$ cat config.mk
export PLATFORM = sky130hd
export DESIGN_NAME = filter_sample_tx
export DESIGN_NICKNAME = d
export VERILOG_FILES = /design/src/rtl/filter_sample_tx.sv
export SDC_FILE = /design/constraint.sdc
export NUM_CORES = 1
export LEC_CHECK = 0
export ABC_AREA = 1
export CORE_UTILIZATION = 52
export CTS_BUF_LIST = sky130_fd_sc_hd__clkbuf_16
export DETAILED_ROUTE_END_ITERATION = 8
export PLACE_DENSITY_LB_ADDON = 0.08
export SLEW_MARGIN = 20
export SYNTH_ARGS = -nofsm -noshare
export SYNTH_HDL_FRONTEND = slang
export SYNTH_SLANG_ARGS = --single-unit
$ cat constraint.sdc
create_clock -name clk_i -period 2.4 [get_ports clk_i]
set_input_delay 0.36 -clock clk_i [delete_from_list [all_inputs] [get_ports clk_i]]
set_output_delay 0.36 -clock clk_i [all_outputs]
set_load 0.02 [all_outputs]
$ cat src/rtl/filter_sample_tx.sv
// ---------------------------------------------------------------------------
// filter_sample_tx
//
// Transmit end of the filter sample input interface. Parallel sample words
// arrive from an upstream producer over a valid/ready handshake and are held
// in a small word FIFO. A shifter takes one word at a time and sends it out
// LSB-first as 2-bit symbols. Each symbol is qualified by a one-cycle
// strobe, issued at a programmable rate.
//
// Parameters:
//   WordWidth  - upstream word width (even, >= 2); WordWidth/2 symbols/word
//   FifoDepth  - word FIFO depth (power of 2, >= 2)
//   DivWidth   - width of the symbol rate divider
//
// Ports:
//   clk_i          - clock, rising edge
//   rst_i          - asynchronous active-high reset
//   enable_i       - streaming enable; when low no symbols are emitted
//   rate_div_i     - symbol period minus one, in clock cycles
//   word_valid_i   - upstream word valid
//   word_ready_o   - FIFO can accept a word (combinational !full)
//   word_i         - upstream word
//   data_out_req_o - registered symbol strobe (filter data_in_req_i)
//   data_out_o     - registered symbol (filter data_in_i), held between strobes
//   busy_o         - FIFO or shifter still holds data
//   underrun_o     - one-cycle pulse: tick while streaming with no symbol ready
// ---------------------------------------------------------------------------
module filter_sample_tx #(
    parameter int WordWidth = 8,
    parameter int FifoDepth = 4,
    parameter int DivWidth  = 8
) (
    input  logic                 clk_i,
    input  logic                 rst_i,
    input  logic                 enable_i,
    input  logic [DivWidth-1:0]  rate_div_i,
    input  logic                 word_valid_i,
    output logic                 word_ready_o,
    input  logic [WordWidth-1:0] word_i,
    output logic                 data_out_req_o,
    output logic [1:0]           data_out_o,
    output logic                 busy_o,
    output logic                 underrun_o
);

    localparam int SymPerWord = WordWidth / 2;
    localparam int SymCntW    = (SymPerWord > 1) ? $clog2(SymPerWord) : 1;
    localparam int AddrW      = $clog2(FifoDepth);
    localparam int CntW       = AddrW + 1;

    typedef enum logic {
        ST_EMPTY,
        ST_SHIFT
    } state_e;

    // Word FIFO storage and pointers
    logic [WordWidth-1:0] fifo_mem_q [FifoDepth];
    logic [AddrW-1:0]     wr_ptr_q, wr_ptr_d;
    logic [AddrW-1:0]     rd_ptr_q, rd_ptr_d;
    logic [CntW-1:0]      count_q,  count_d;
    logic                 fifo_empty;
    logic                 fifo_full;
    logic                 push;
    logic                 pop;

    // Tick generator
    logic [DivWidth-1:0]  tick_cnt_q, tick_cnt_d;
    logic                 tick;

    // Shifter
    state_e               state_q, state_d;
    logic [WordWidth-1:0] shreg_q, shreg_d;
    logic [SymCntW-1:0]   sym_cnt_q, sym_cnt_d;
    logic                 last_sym;
    logic                 emit;

    // Output and status registers
    logic                 req_q, req_d;
    logic [1:0]           data_q, data_d;
    logic                 underrun_q, underrun_d;
    logic                 streaming_q, streaming_d;

    assign fifo_empty = (count_q == '0);
    assign fifo_full  = (count_q == CntW'(FifoDepth));
    assign push       = word_valid_i && !fifo_full;
    assign last_sym   = (sym_cnt_q == SymCntW'(SymPerWord - 1));

    // Tick generator. The >= compare lets a lowered rate_div_i take effect
    // at once instead of waiting for the counter to wrap.
    always_comb begin
        tick       = 1'b0;
        tick_cnt_d = '0;
        if (enable_i) begin
            if (tick_cnt_q >= rate_div_i) begin
                tick = 1'b1;
            end else begin
                tick_cnt_d = tick_cnt_q + DivWidth'(1);
            end
        end
    end

    // Shifter next state. Loading from the FIFO does not wait for a tick.
    // After the last symbol of a word the next word is loaded in the same
    // cycle, so consecutive words are sent with no gap between them.
    always_comb begin
        state_d   = state_q;
        shreg_d   = shreg_q;
        sym_cnt_d = sym_cnt_q;
        pop       = 1'b0;
        emit      = 1'b0;
        case (state_q)
            ST_EMPTY: begin
                if (!fifo_empty) begin
                    pop       = 1'b1;
                    shreg_d   = fifo_mem_q[rd_ptr_q];
                    sym_cnt_d = '0;
                    state_d   = ST_SHIFT;
                end
            end
            ST_SHIFT: begin
                if (tick) begin
                    emit = 1'b1;
                    if (last_sym) begin
                        if (!fifo_empty) begin
                            pop       = 1'b1;
                            shreg_d   = fifo_mem_q[rd_ptr_q];
                            sym_cnt_d = '0;
                        end else begin
                            state_d = ST_EMPTY;
                        end
                    end else begin
                        shreg_d   = shreg_q >> 2;
                        sym_cnt_d = sym_cnt_q + SymCntW'(1);
                    end
                end
            end
            default: begin
                state_d = ST_EMPTY;
            end
        endcase
    end

    // FIFO pointers and occupancy; a simultaneous push and pop leave the
    // count unchanged.
    always_comb begin
        wr_ptr_d = push ? wr_ptr_q + AddrW'(1) : wr_ptr_q;
        rd_ptr_d = pop  ? rd_ptr_q + AddrW'(1) : rd_ptr_q;
        count_d  = count_q;
        case ({push, pop})
            2'b10:   count_d = count_q + CntW'(1);
            2'b01:   count_d = count_q - CntW'(1);
            default: count_d = count_q;
        endcase
    end

    // Output strobe, symbol and underrun. The streaming flag remembers that
    // at least one symbol went out during the current enable period, so an
    // idle link that was never started does not report underruns.
    always_comb begin
        req_d       = emit;
        data_d      = emit ? shreg_q[1:0] : data_q;
        underrun_d  = tick && streaming_q && (state_q == ST_EMPTY);
        streaming_d = streaming_q;
        if (!enable_i) begin
            streaming_d = 1'b0;
        end else if (emit) begin
            streaming_d = 1'b1;
        end
    end

    // FIFO storage carries no reset; validity is tracked by the pointers.
    always_ff @(posedge clk_i) begin
        if (push) begin
            fifo_mem_q[wr_ptr_q] <= word_i;
        end
    end

    // All control state, with asynchronous reset discarding buffered data.
    always_ff @(posedge clk_i or posedge rst_i) begin
        if (rst_i) begin
            wr_ptr_q    <= '0;
            rd_ptr_q    <= '0;
            count_q     <= '0;
            tick_cnt_q  <= '0;
            state_q     <= ST_EMPTY;
            shreg_q     <= '0;
            sym_cnt_q   <= '0;
            req_q       <= 1'b0;
            data_q      <= 2'b00;
            underrun_q  <= 1'b0;
            streaming_q <= 1'b0;
        end else begin
            wr_ptr_q    <= wr_ptr_d;
            rd_ptr_q    <= rd_ptr_d;
            count_q     <= count_d;
            tick_cnt_q  <= tick_cnt_d;
            state_q     <= state_d;
            shreg_q     <= shreg_d;
            sym_cnt_q   <= sym_cnt_d;
            req_q       <= req_d;
            data_q      <= data_d;
            underrun_q  <= underrun_d;
            streaming_q <= streaming_d;
        end
    end

    assign word_ready_o   = !fifo_full;
    assign data_out_req_o = req_q;
    assign data_out_o     = data_q;
    assign underrun_o     = underrun_q;
    assign busy_o         = !fifo_empty || (state_q == ST_SHIFT);

endmodule
## Yosys cells after proc, flatten, opt, wreduce, memory -nomap -nowiden

Memories as Yosys holds them, arrays and structs flattened.
Index checks and enable logic that the tools add are counted.
Widths: inputs -> output; s select.

| word-level totals | value |
|---|---|
| register bits after elaboration | 31 |
| RAM bits | 32 |
| bits of input ports | 20 |
| logic and storage cells | 60 |
| memories | 1 |

| operators by class | value |
|---|---|
| $add $sub $neg | 6 |
| order comparisons | 1 |
| eq/ne operators | 6 |
| mux-type cells | 26 |
| bitwise operators | 1 |
| reduce and logical (&&, ||, !) cells | 8 |

Memory list:

| name | words | bits a word | read ports | clocked after memory_dff | wr ports | RTL line | RTL |
|---|---|---|---|---|---|---|---|
| fifo_mem_q | 4 | 8 | 1 | 0 | 1 | 57 | `logic [WordWidth-1:0] fifo_mem_q [FifoDepth];` |

Operators with widths:

| cell | count |
|---|---|
| $mux 8 | 5 |
| $pmux 8 s2 | 1 |
| $mux 1 | 13 |
| $add 8x1->8 const B | 1 |
| $ge 8x8->1 | 1 |
| $add 2x1->2 const B | 3 |
| $mux 2 | 3 |
| $pmux 3 s2 | 1 |
| $eq 2x2->1 const B | 2 |
| $pmux 1 s2 | 2 |
| $pmux 2 s2 | 1 |
| $add 3x1->3 const B | 1 |
| $eq 3x3->1 const B | 1 |
| $logic_and 1x1->1 | 3 |
| $logic_not 3->1 | 1 |
| $sub 3x1->3 const B | 1 |
| $eq 2x1->1 const B | 1 |
| $logic_not 1->1 | 2 |
| $ne 2x1->1 const B | 1 |
| $ne 2x2->1 const B | 1 |
| $reduce_bool 2->1 | 1 |
| $logic_or 1x1->1 | 1 |
| $not 1->1 | 1 |

## Depth between registers and ports, before layout

| logic depth | value |
|---|---|
| word-level depth | 7 |
| depth in mapped cells | 19 |

## Least setup slack after synthesis

Ideal clock, no wire load.

| path | value |
|---|---|
| path kind | reg-to-reg |
| start | register tick_cnt_q[2] |
| end | register count_q[2] |
| data arrival time | 2.249 ns |
| required time | 2.269 ns |
| path slack | 0.020 ns |
| cell stages (with the launch flop) | 18 |
| buffers on the path | 0 |
| clock period less this slack | 2.380 ns |
| cells stage by stage | dfrtp_1 -> ha_1 -> nand2_1 -> nor2_1 -> nor2_1 -> nand2_1 -> nand2_1 -> nand2_2 -> nand2_4 -> nand2_4 -> nand2_1 -> inv_1 -> ha_1 -> inv_1 -> fa_1 -> a21oi_1 -> o21ai_0 -> xor2_1 |

| between the ends | value |
|---|---|
| word-level cells in the longest chain between the ends | 7 |
| elaborated cells between the ends (all ways) | 9 |
| those cells by class | 1 x order compare; 2 x eq/ne; 5 x mux; 1 x reduce/logical |

Ends and longest elaborated chain:

| element | RTL line | RTL |
|---|---|---|
| start: declaration | 67 | `logic [DivWidth-1:0] tick_cnt_q, tick_cnt_d;` |
| start signal: assignment | 196 | `tick_cnt_q <= tick_cnt_d;` |
| $ge 8x8->1 * | 94 | `if (tick_cnt_q >= rate_div_i) begin` |
| $mux 1 * | 94 |  |
| $mux 1 * | 93 | `if (enable_i) begin` |
| $mux 1 * | 121 | `if (tick) begin` |
| $pmux 1 s2 * | 111 | `case (state_q)` |
| named net pop | 64 | `logic pop;` |
| $eq 2x1->1 / $eq 2x2->1 (equally long branches) | 149 | `case ({push, pop})` |
| $pmux 3 s2 / $reduce_bool 2->1 (equally long branches) | -- |  |
| end signal: assignment | 195 | `count_q <= count_d;` |
| end: declaration | 60 | `logic [CntW-1:0] count_q, count_d;` |

Mark *: on every way through the listed nets, which the timed path passes. The rest lies on a longest branch.
A chain may end at the register's enable or synchronous reset.

## Final worst setup path

| path | value |
|---|---|
| start | input rate_div_i[4] |
| end | register count_q[2] |

| between the ends | value |
|---|---|
| word-level cells in the longest chain between the ends | 7 |
| elaborated cells between the ends (all ways) | 9 |
| those cells by class | 1 x order compare; 2 x eq/ne; 5 x mux; 1 x reduce/logical |

Ends and longest elaborated chain:

| element | RTL line | RTL |
|---|---|---|
| start: declaration | 36 | `input logic [DivWidth-1:0] rate_div_i,` |
| $ge 8x8->1 * | 94 |  |
| $mux 1 * | 94 |  |
| $mux 1 * | 93 |  |
| $mux 1 * | 121 |  |
| $pmux 1 s2 * | 111 |  |
| named net pop | 64 |  |
| $eq 2x1->1 / $eq 2x2->1 (equally long branches) | 149 |  |
| $pmux 3 s2 / $reduce_bool 2->1 (equally long branches) | -- |  |

Marks and branches as above.

==> flow_metrics.tcl <==
set metrics [dict create \
    r2r-start "tick_cnt_q[2]$_DFF_PP0_" \
    ios 26 \
    grt_max_degree 32 \
    drt_pass1_iterations 4 \
    layout_min_cycle_time_ns 2.31 \
    die_y_microns 78.2 \
    slew_violations 0 \
    syn_inst 304 \
    max_stage_delay_ns 0.46 \
    yosysSeqAreaShare_pct 57.5 \
    cts_tree "done" \
    multi_input_area_sq_um 1130 \
    avgSynthCellArea_sq_um 9.94 \
    yosysUniqueCellTypes 29 \
    avgRoutedWirePerCell_microns 12.5 \
    maxSlewHeadroom_pct 70.3 \
    placed_cell_area_sq_um 3440 \
    port_buffers 25 \
    place.gp.congestion 0.735 \
    fin_crit_sh_pct 96.3 \
    cp-endpoint "count_q[2]$_DFFE_PP0P_" \
    area.growth.synth_to_final_pct 26.7 \
    powerDensity_nw_per_um2 814 \
    worst_pin_slew_ns 0.445 \
    r2r_setup_slack_ns 0.09 \
    ys.flop_type "edfxtp_1" \
    startpoint_type "input pin" \
    fin_util_pct 69.1 \
    cts-root-buf "clkbuf_16" \
    syn_nets 340 \
    crit_arrival_ns 2.51 \
    drive_gt1_share_pct 17.7 \
    cts.sinks 63 \
    yosysWarnings 0 \
    h-tree-depth 3 \
    diodes 0 \
    hpwl_mm 3.59 \
    path_cells "clkdlybuf4s50_1, inv_1, ha_1, nand2_1, nor2_1, nand2_2, nand2_2, nand2_4, nand2_4, nand2_4, inv_2, ha_4, inv_2, fa_2, a21oi_2, o21ai_1, xor2_1" \
    path_clk_slew_ns 0.05 \
    cpMostUsedCell "nand2_4" \
    worst-path-buf-inv 4 \
    rsz0062_at_grt "yes" \
    critPathCaptureType "flop" \
    viasPerCell 4.95 \
    status "completed" \
    finClkSkew_ns 0.00481 \
    max_freq_mhz 433 \
    dieWidth_microns 78.2 \
    grt_pass1_wl_mm 9.14 \
    synth_seq_cells 63 \
    synth_edf_count 32 \
    totalWireLength_mm 5.42 \
    vias 2147 \
    regArea_sq_um 1740 \
    antenna_left 0 \
    hold_buffers 0 \
    crit_family "adder cells" \
    startpoint "rate_div_i[4]" \
    final_cell_area_sq_um 3830 \
    fp.dieArea_sq_um 6120 \
    met2_usage_pct 33.2 \
    top_usage_layer "met2" \
    dp.cells 413 \
    use_met3_pct 4.19 \
    fp-row-count 27 \
    required_ns 2.60 \
    track_usage_pct 20.0 \
    synthArstFlopShare_pct 49.2 \
    layout_commonest_cell "nand2_1" \
    nets 394 \
    gr-total-overflow 0 \
    clock_tree.buffer_depth 2 \
    critical_path_class "in -> reg" \
    start_util_pct 54.5 \
    r2r-end "count_q[2]$_DFFE_PP0P_" \
    grt_use_met1_pct 24.2 \
    core_area_sq_um 5540 \
    fin_cells 434 \
    antenna_found_initial 0 \
    whs_ns 0.416 \
    maxCapViolCount 0 \
    peakVddDrop_uv 734 \
    drt_iter0_markers 126 \
    route.detailed.drc 0 \
    fill_cells 422 \
    path_depth 17 \
    cp_max_fo 2 \
    power_leakage_nw 1.78 \
    numCtsBuffers 9 \
    rr_worst_depth 17 \
    hp-class "in -> async" \
    clk-insertion-delay-late_ns 0.32 \
    finalSetupViolations 0 \
    netlist_area_sq_um 3020 \
    final_cell_mix "nand2_1 (50), inv_1 (36), nor2_1 (36)" \
    grt_pass1_vias 2080 \
    hold_violations 0 \
    cpMaxStageDelayCell "clkdlybuf4s50_1" \
]
registers in the layout, summed over array words and instances (netlist names):
| register | flops |
|---|---|
| fifo_mem_q | 32 |
| shreg_q | 8 |
| state_q | 1 |
| data_out_req_o | 1 |
| rd_ptr_q | 2 |
| data_out_o | 2 |
| sym_cnt_q | 2 |
| tick_cnt_q | 8 |
| streaming_q | 1 |
| wr_ptr_q | 2 |
| underrun_o | 1 |
| count_q | 3 |
metrics by stage:
stage / setup TNS (ns) / setup slack (ns) / power (mW)
global placement: -0.761 / -0.425 / 1.99
finish: 0 / 0.0894 / 3.11
CTS: 0 / 0.0148 / 3.12
global route: -0.0485 / -0.0485 / 3.29
floorplan: 0 / 0.0200 / 1.77
detailed placement: -0.924 / -0.485 / 2.00
worst reg2reg max path, stage by stage, from the launching register on:
cell     delay [ns]
dfrtp_1        0.38
ha_1           0.30
nand2_2        0.06
nor2_1         0.11
nor2_1         0.05
nand2_1        0.06
nand2_2        0.06
nand2_2        0.08
nand2_4        0.06
nand2_4        0.07
nand2_4        0.05
inv_2          0.06
ha_4           0.12
inv_2          0.03
fa_2           0.35
a21oi_2        0.14
o21ai_1        0.08
xor2_1         0.14
how the worst min path moves through the flow:
stage	slack (ns)	end	depth (start not counted)
5_1_grt	0.49	wr_ptr_q[0]$_DFFE_PP0P_	3
4_1_cts	0.43	shreg_q[6]$_DFFE_PP0P_	3
6_report	0.42	tick_cnt_q[1]$_DFF_PP0_	3
2_1_floorplan	0.44	streaming_q$_DFFE_PP0P_	2
3_3_place_gp	0.46	sym_cnt_q[1]$_DFFE_PP0P_	2
3_5_place_dp	0.46	sym_cnt_q[1]$_DFFE_PP0P_	2
cells by family (layout without fill, tap and decap cells):
| kind of cell | after synthesis | after routing | share of synthesized area, % |
|---|---|---|---|
| compound gates | 45 | 45 | 7.91 |
| xor+xnor | 7 | 7 | 2.03 |
| fa+ha+maj | 16 | 16 | 6.88 |
| buf+inv | 52 | 110 | 7.87 |
| flops | 63 | 63 | 57.5 |
| simple gates | 121 | 121 | 17.8 |
power breakdown:
group	switching [mW]	leakage, nW	internal (mW)	total [mW]
clock	0.428	0.124	0.676	1.10
sequential	0.0688	0.700	1.34	1.41
combinational	0.354	0.956	0.252	0.606
total	0.851	1.78	2.26	3.11
per-layer routing:
layer | vias up | part of all wire, %
met5 | - | 0
met1 | 991 | 46
met4 | 0 | 2.0
li1 | 1094 | -
met2 | 49 | 48
met3 | 13 | 4.0
Yosys cell counts (2+ instances only):
cell | instances | area, sq um
ha_1 | 15 | 188
o21ai_1 | 4 | 20.0
a21oi_1 | 15 | 75.1
nor3b_1 | 3 | 22.5
nand2_4 | 2 | 22.5
o22ai_1 | 3 | 18.8
o21ai_0 | 19 | 95.1
xnor2_1 | 2 | 17.5
nand3_1 | 18 | 90.1
edfxtp_1 | 32 | 961
buf_2 | 2 | 10.0
dfrtp_1 | 31 | 776
nand2_1 | 53 | 199
nor2_1 | 36 | 135
nand2_2 | 3 | 18.8
nor2_4 | 2 | 22.5
inv_1 | 42 | 158
buf_6 | 4 | 45.0
o211ai_1 | 3 | 22.5
buf_4 | 2 | 15.0
xor2_1 | 5 | 43.8
cell type report:
class                      count  area share [%]
sequential                    63            45.4
multi-input combinational    189            29.5
timing repair buffer          51            11.8
clock buffer                   9            5.88
inverter                      44            4.38
tap                           72            2.35
clock inverter                 6           0.752
timing repair:
item	4_1_cts	5_1_grt
buffers inserted	3	3
pin swaps	11	17
resized for setup	16	10
endpoints found under the setup margin	1	2
No activity file was read; power rests on OpenSTA's default activity.
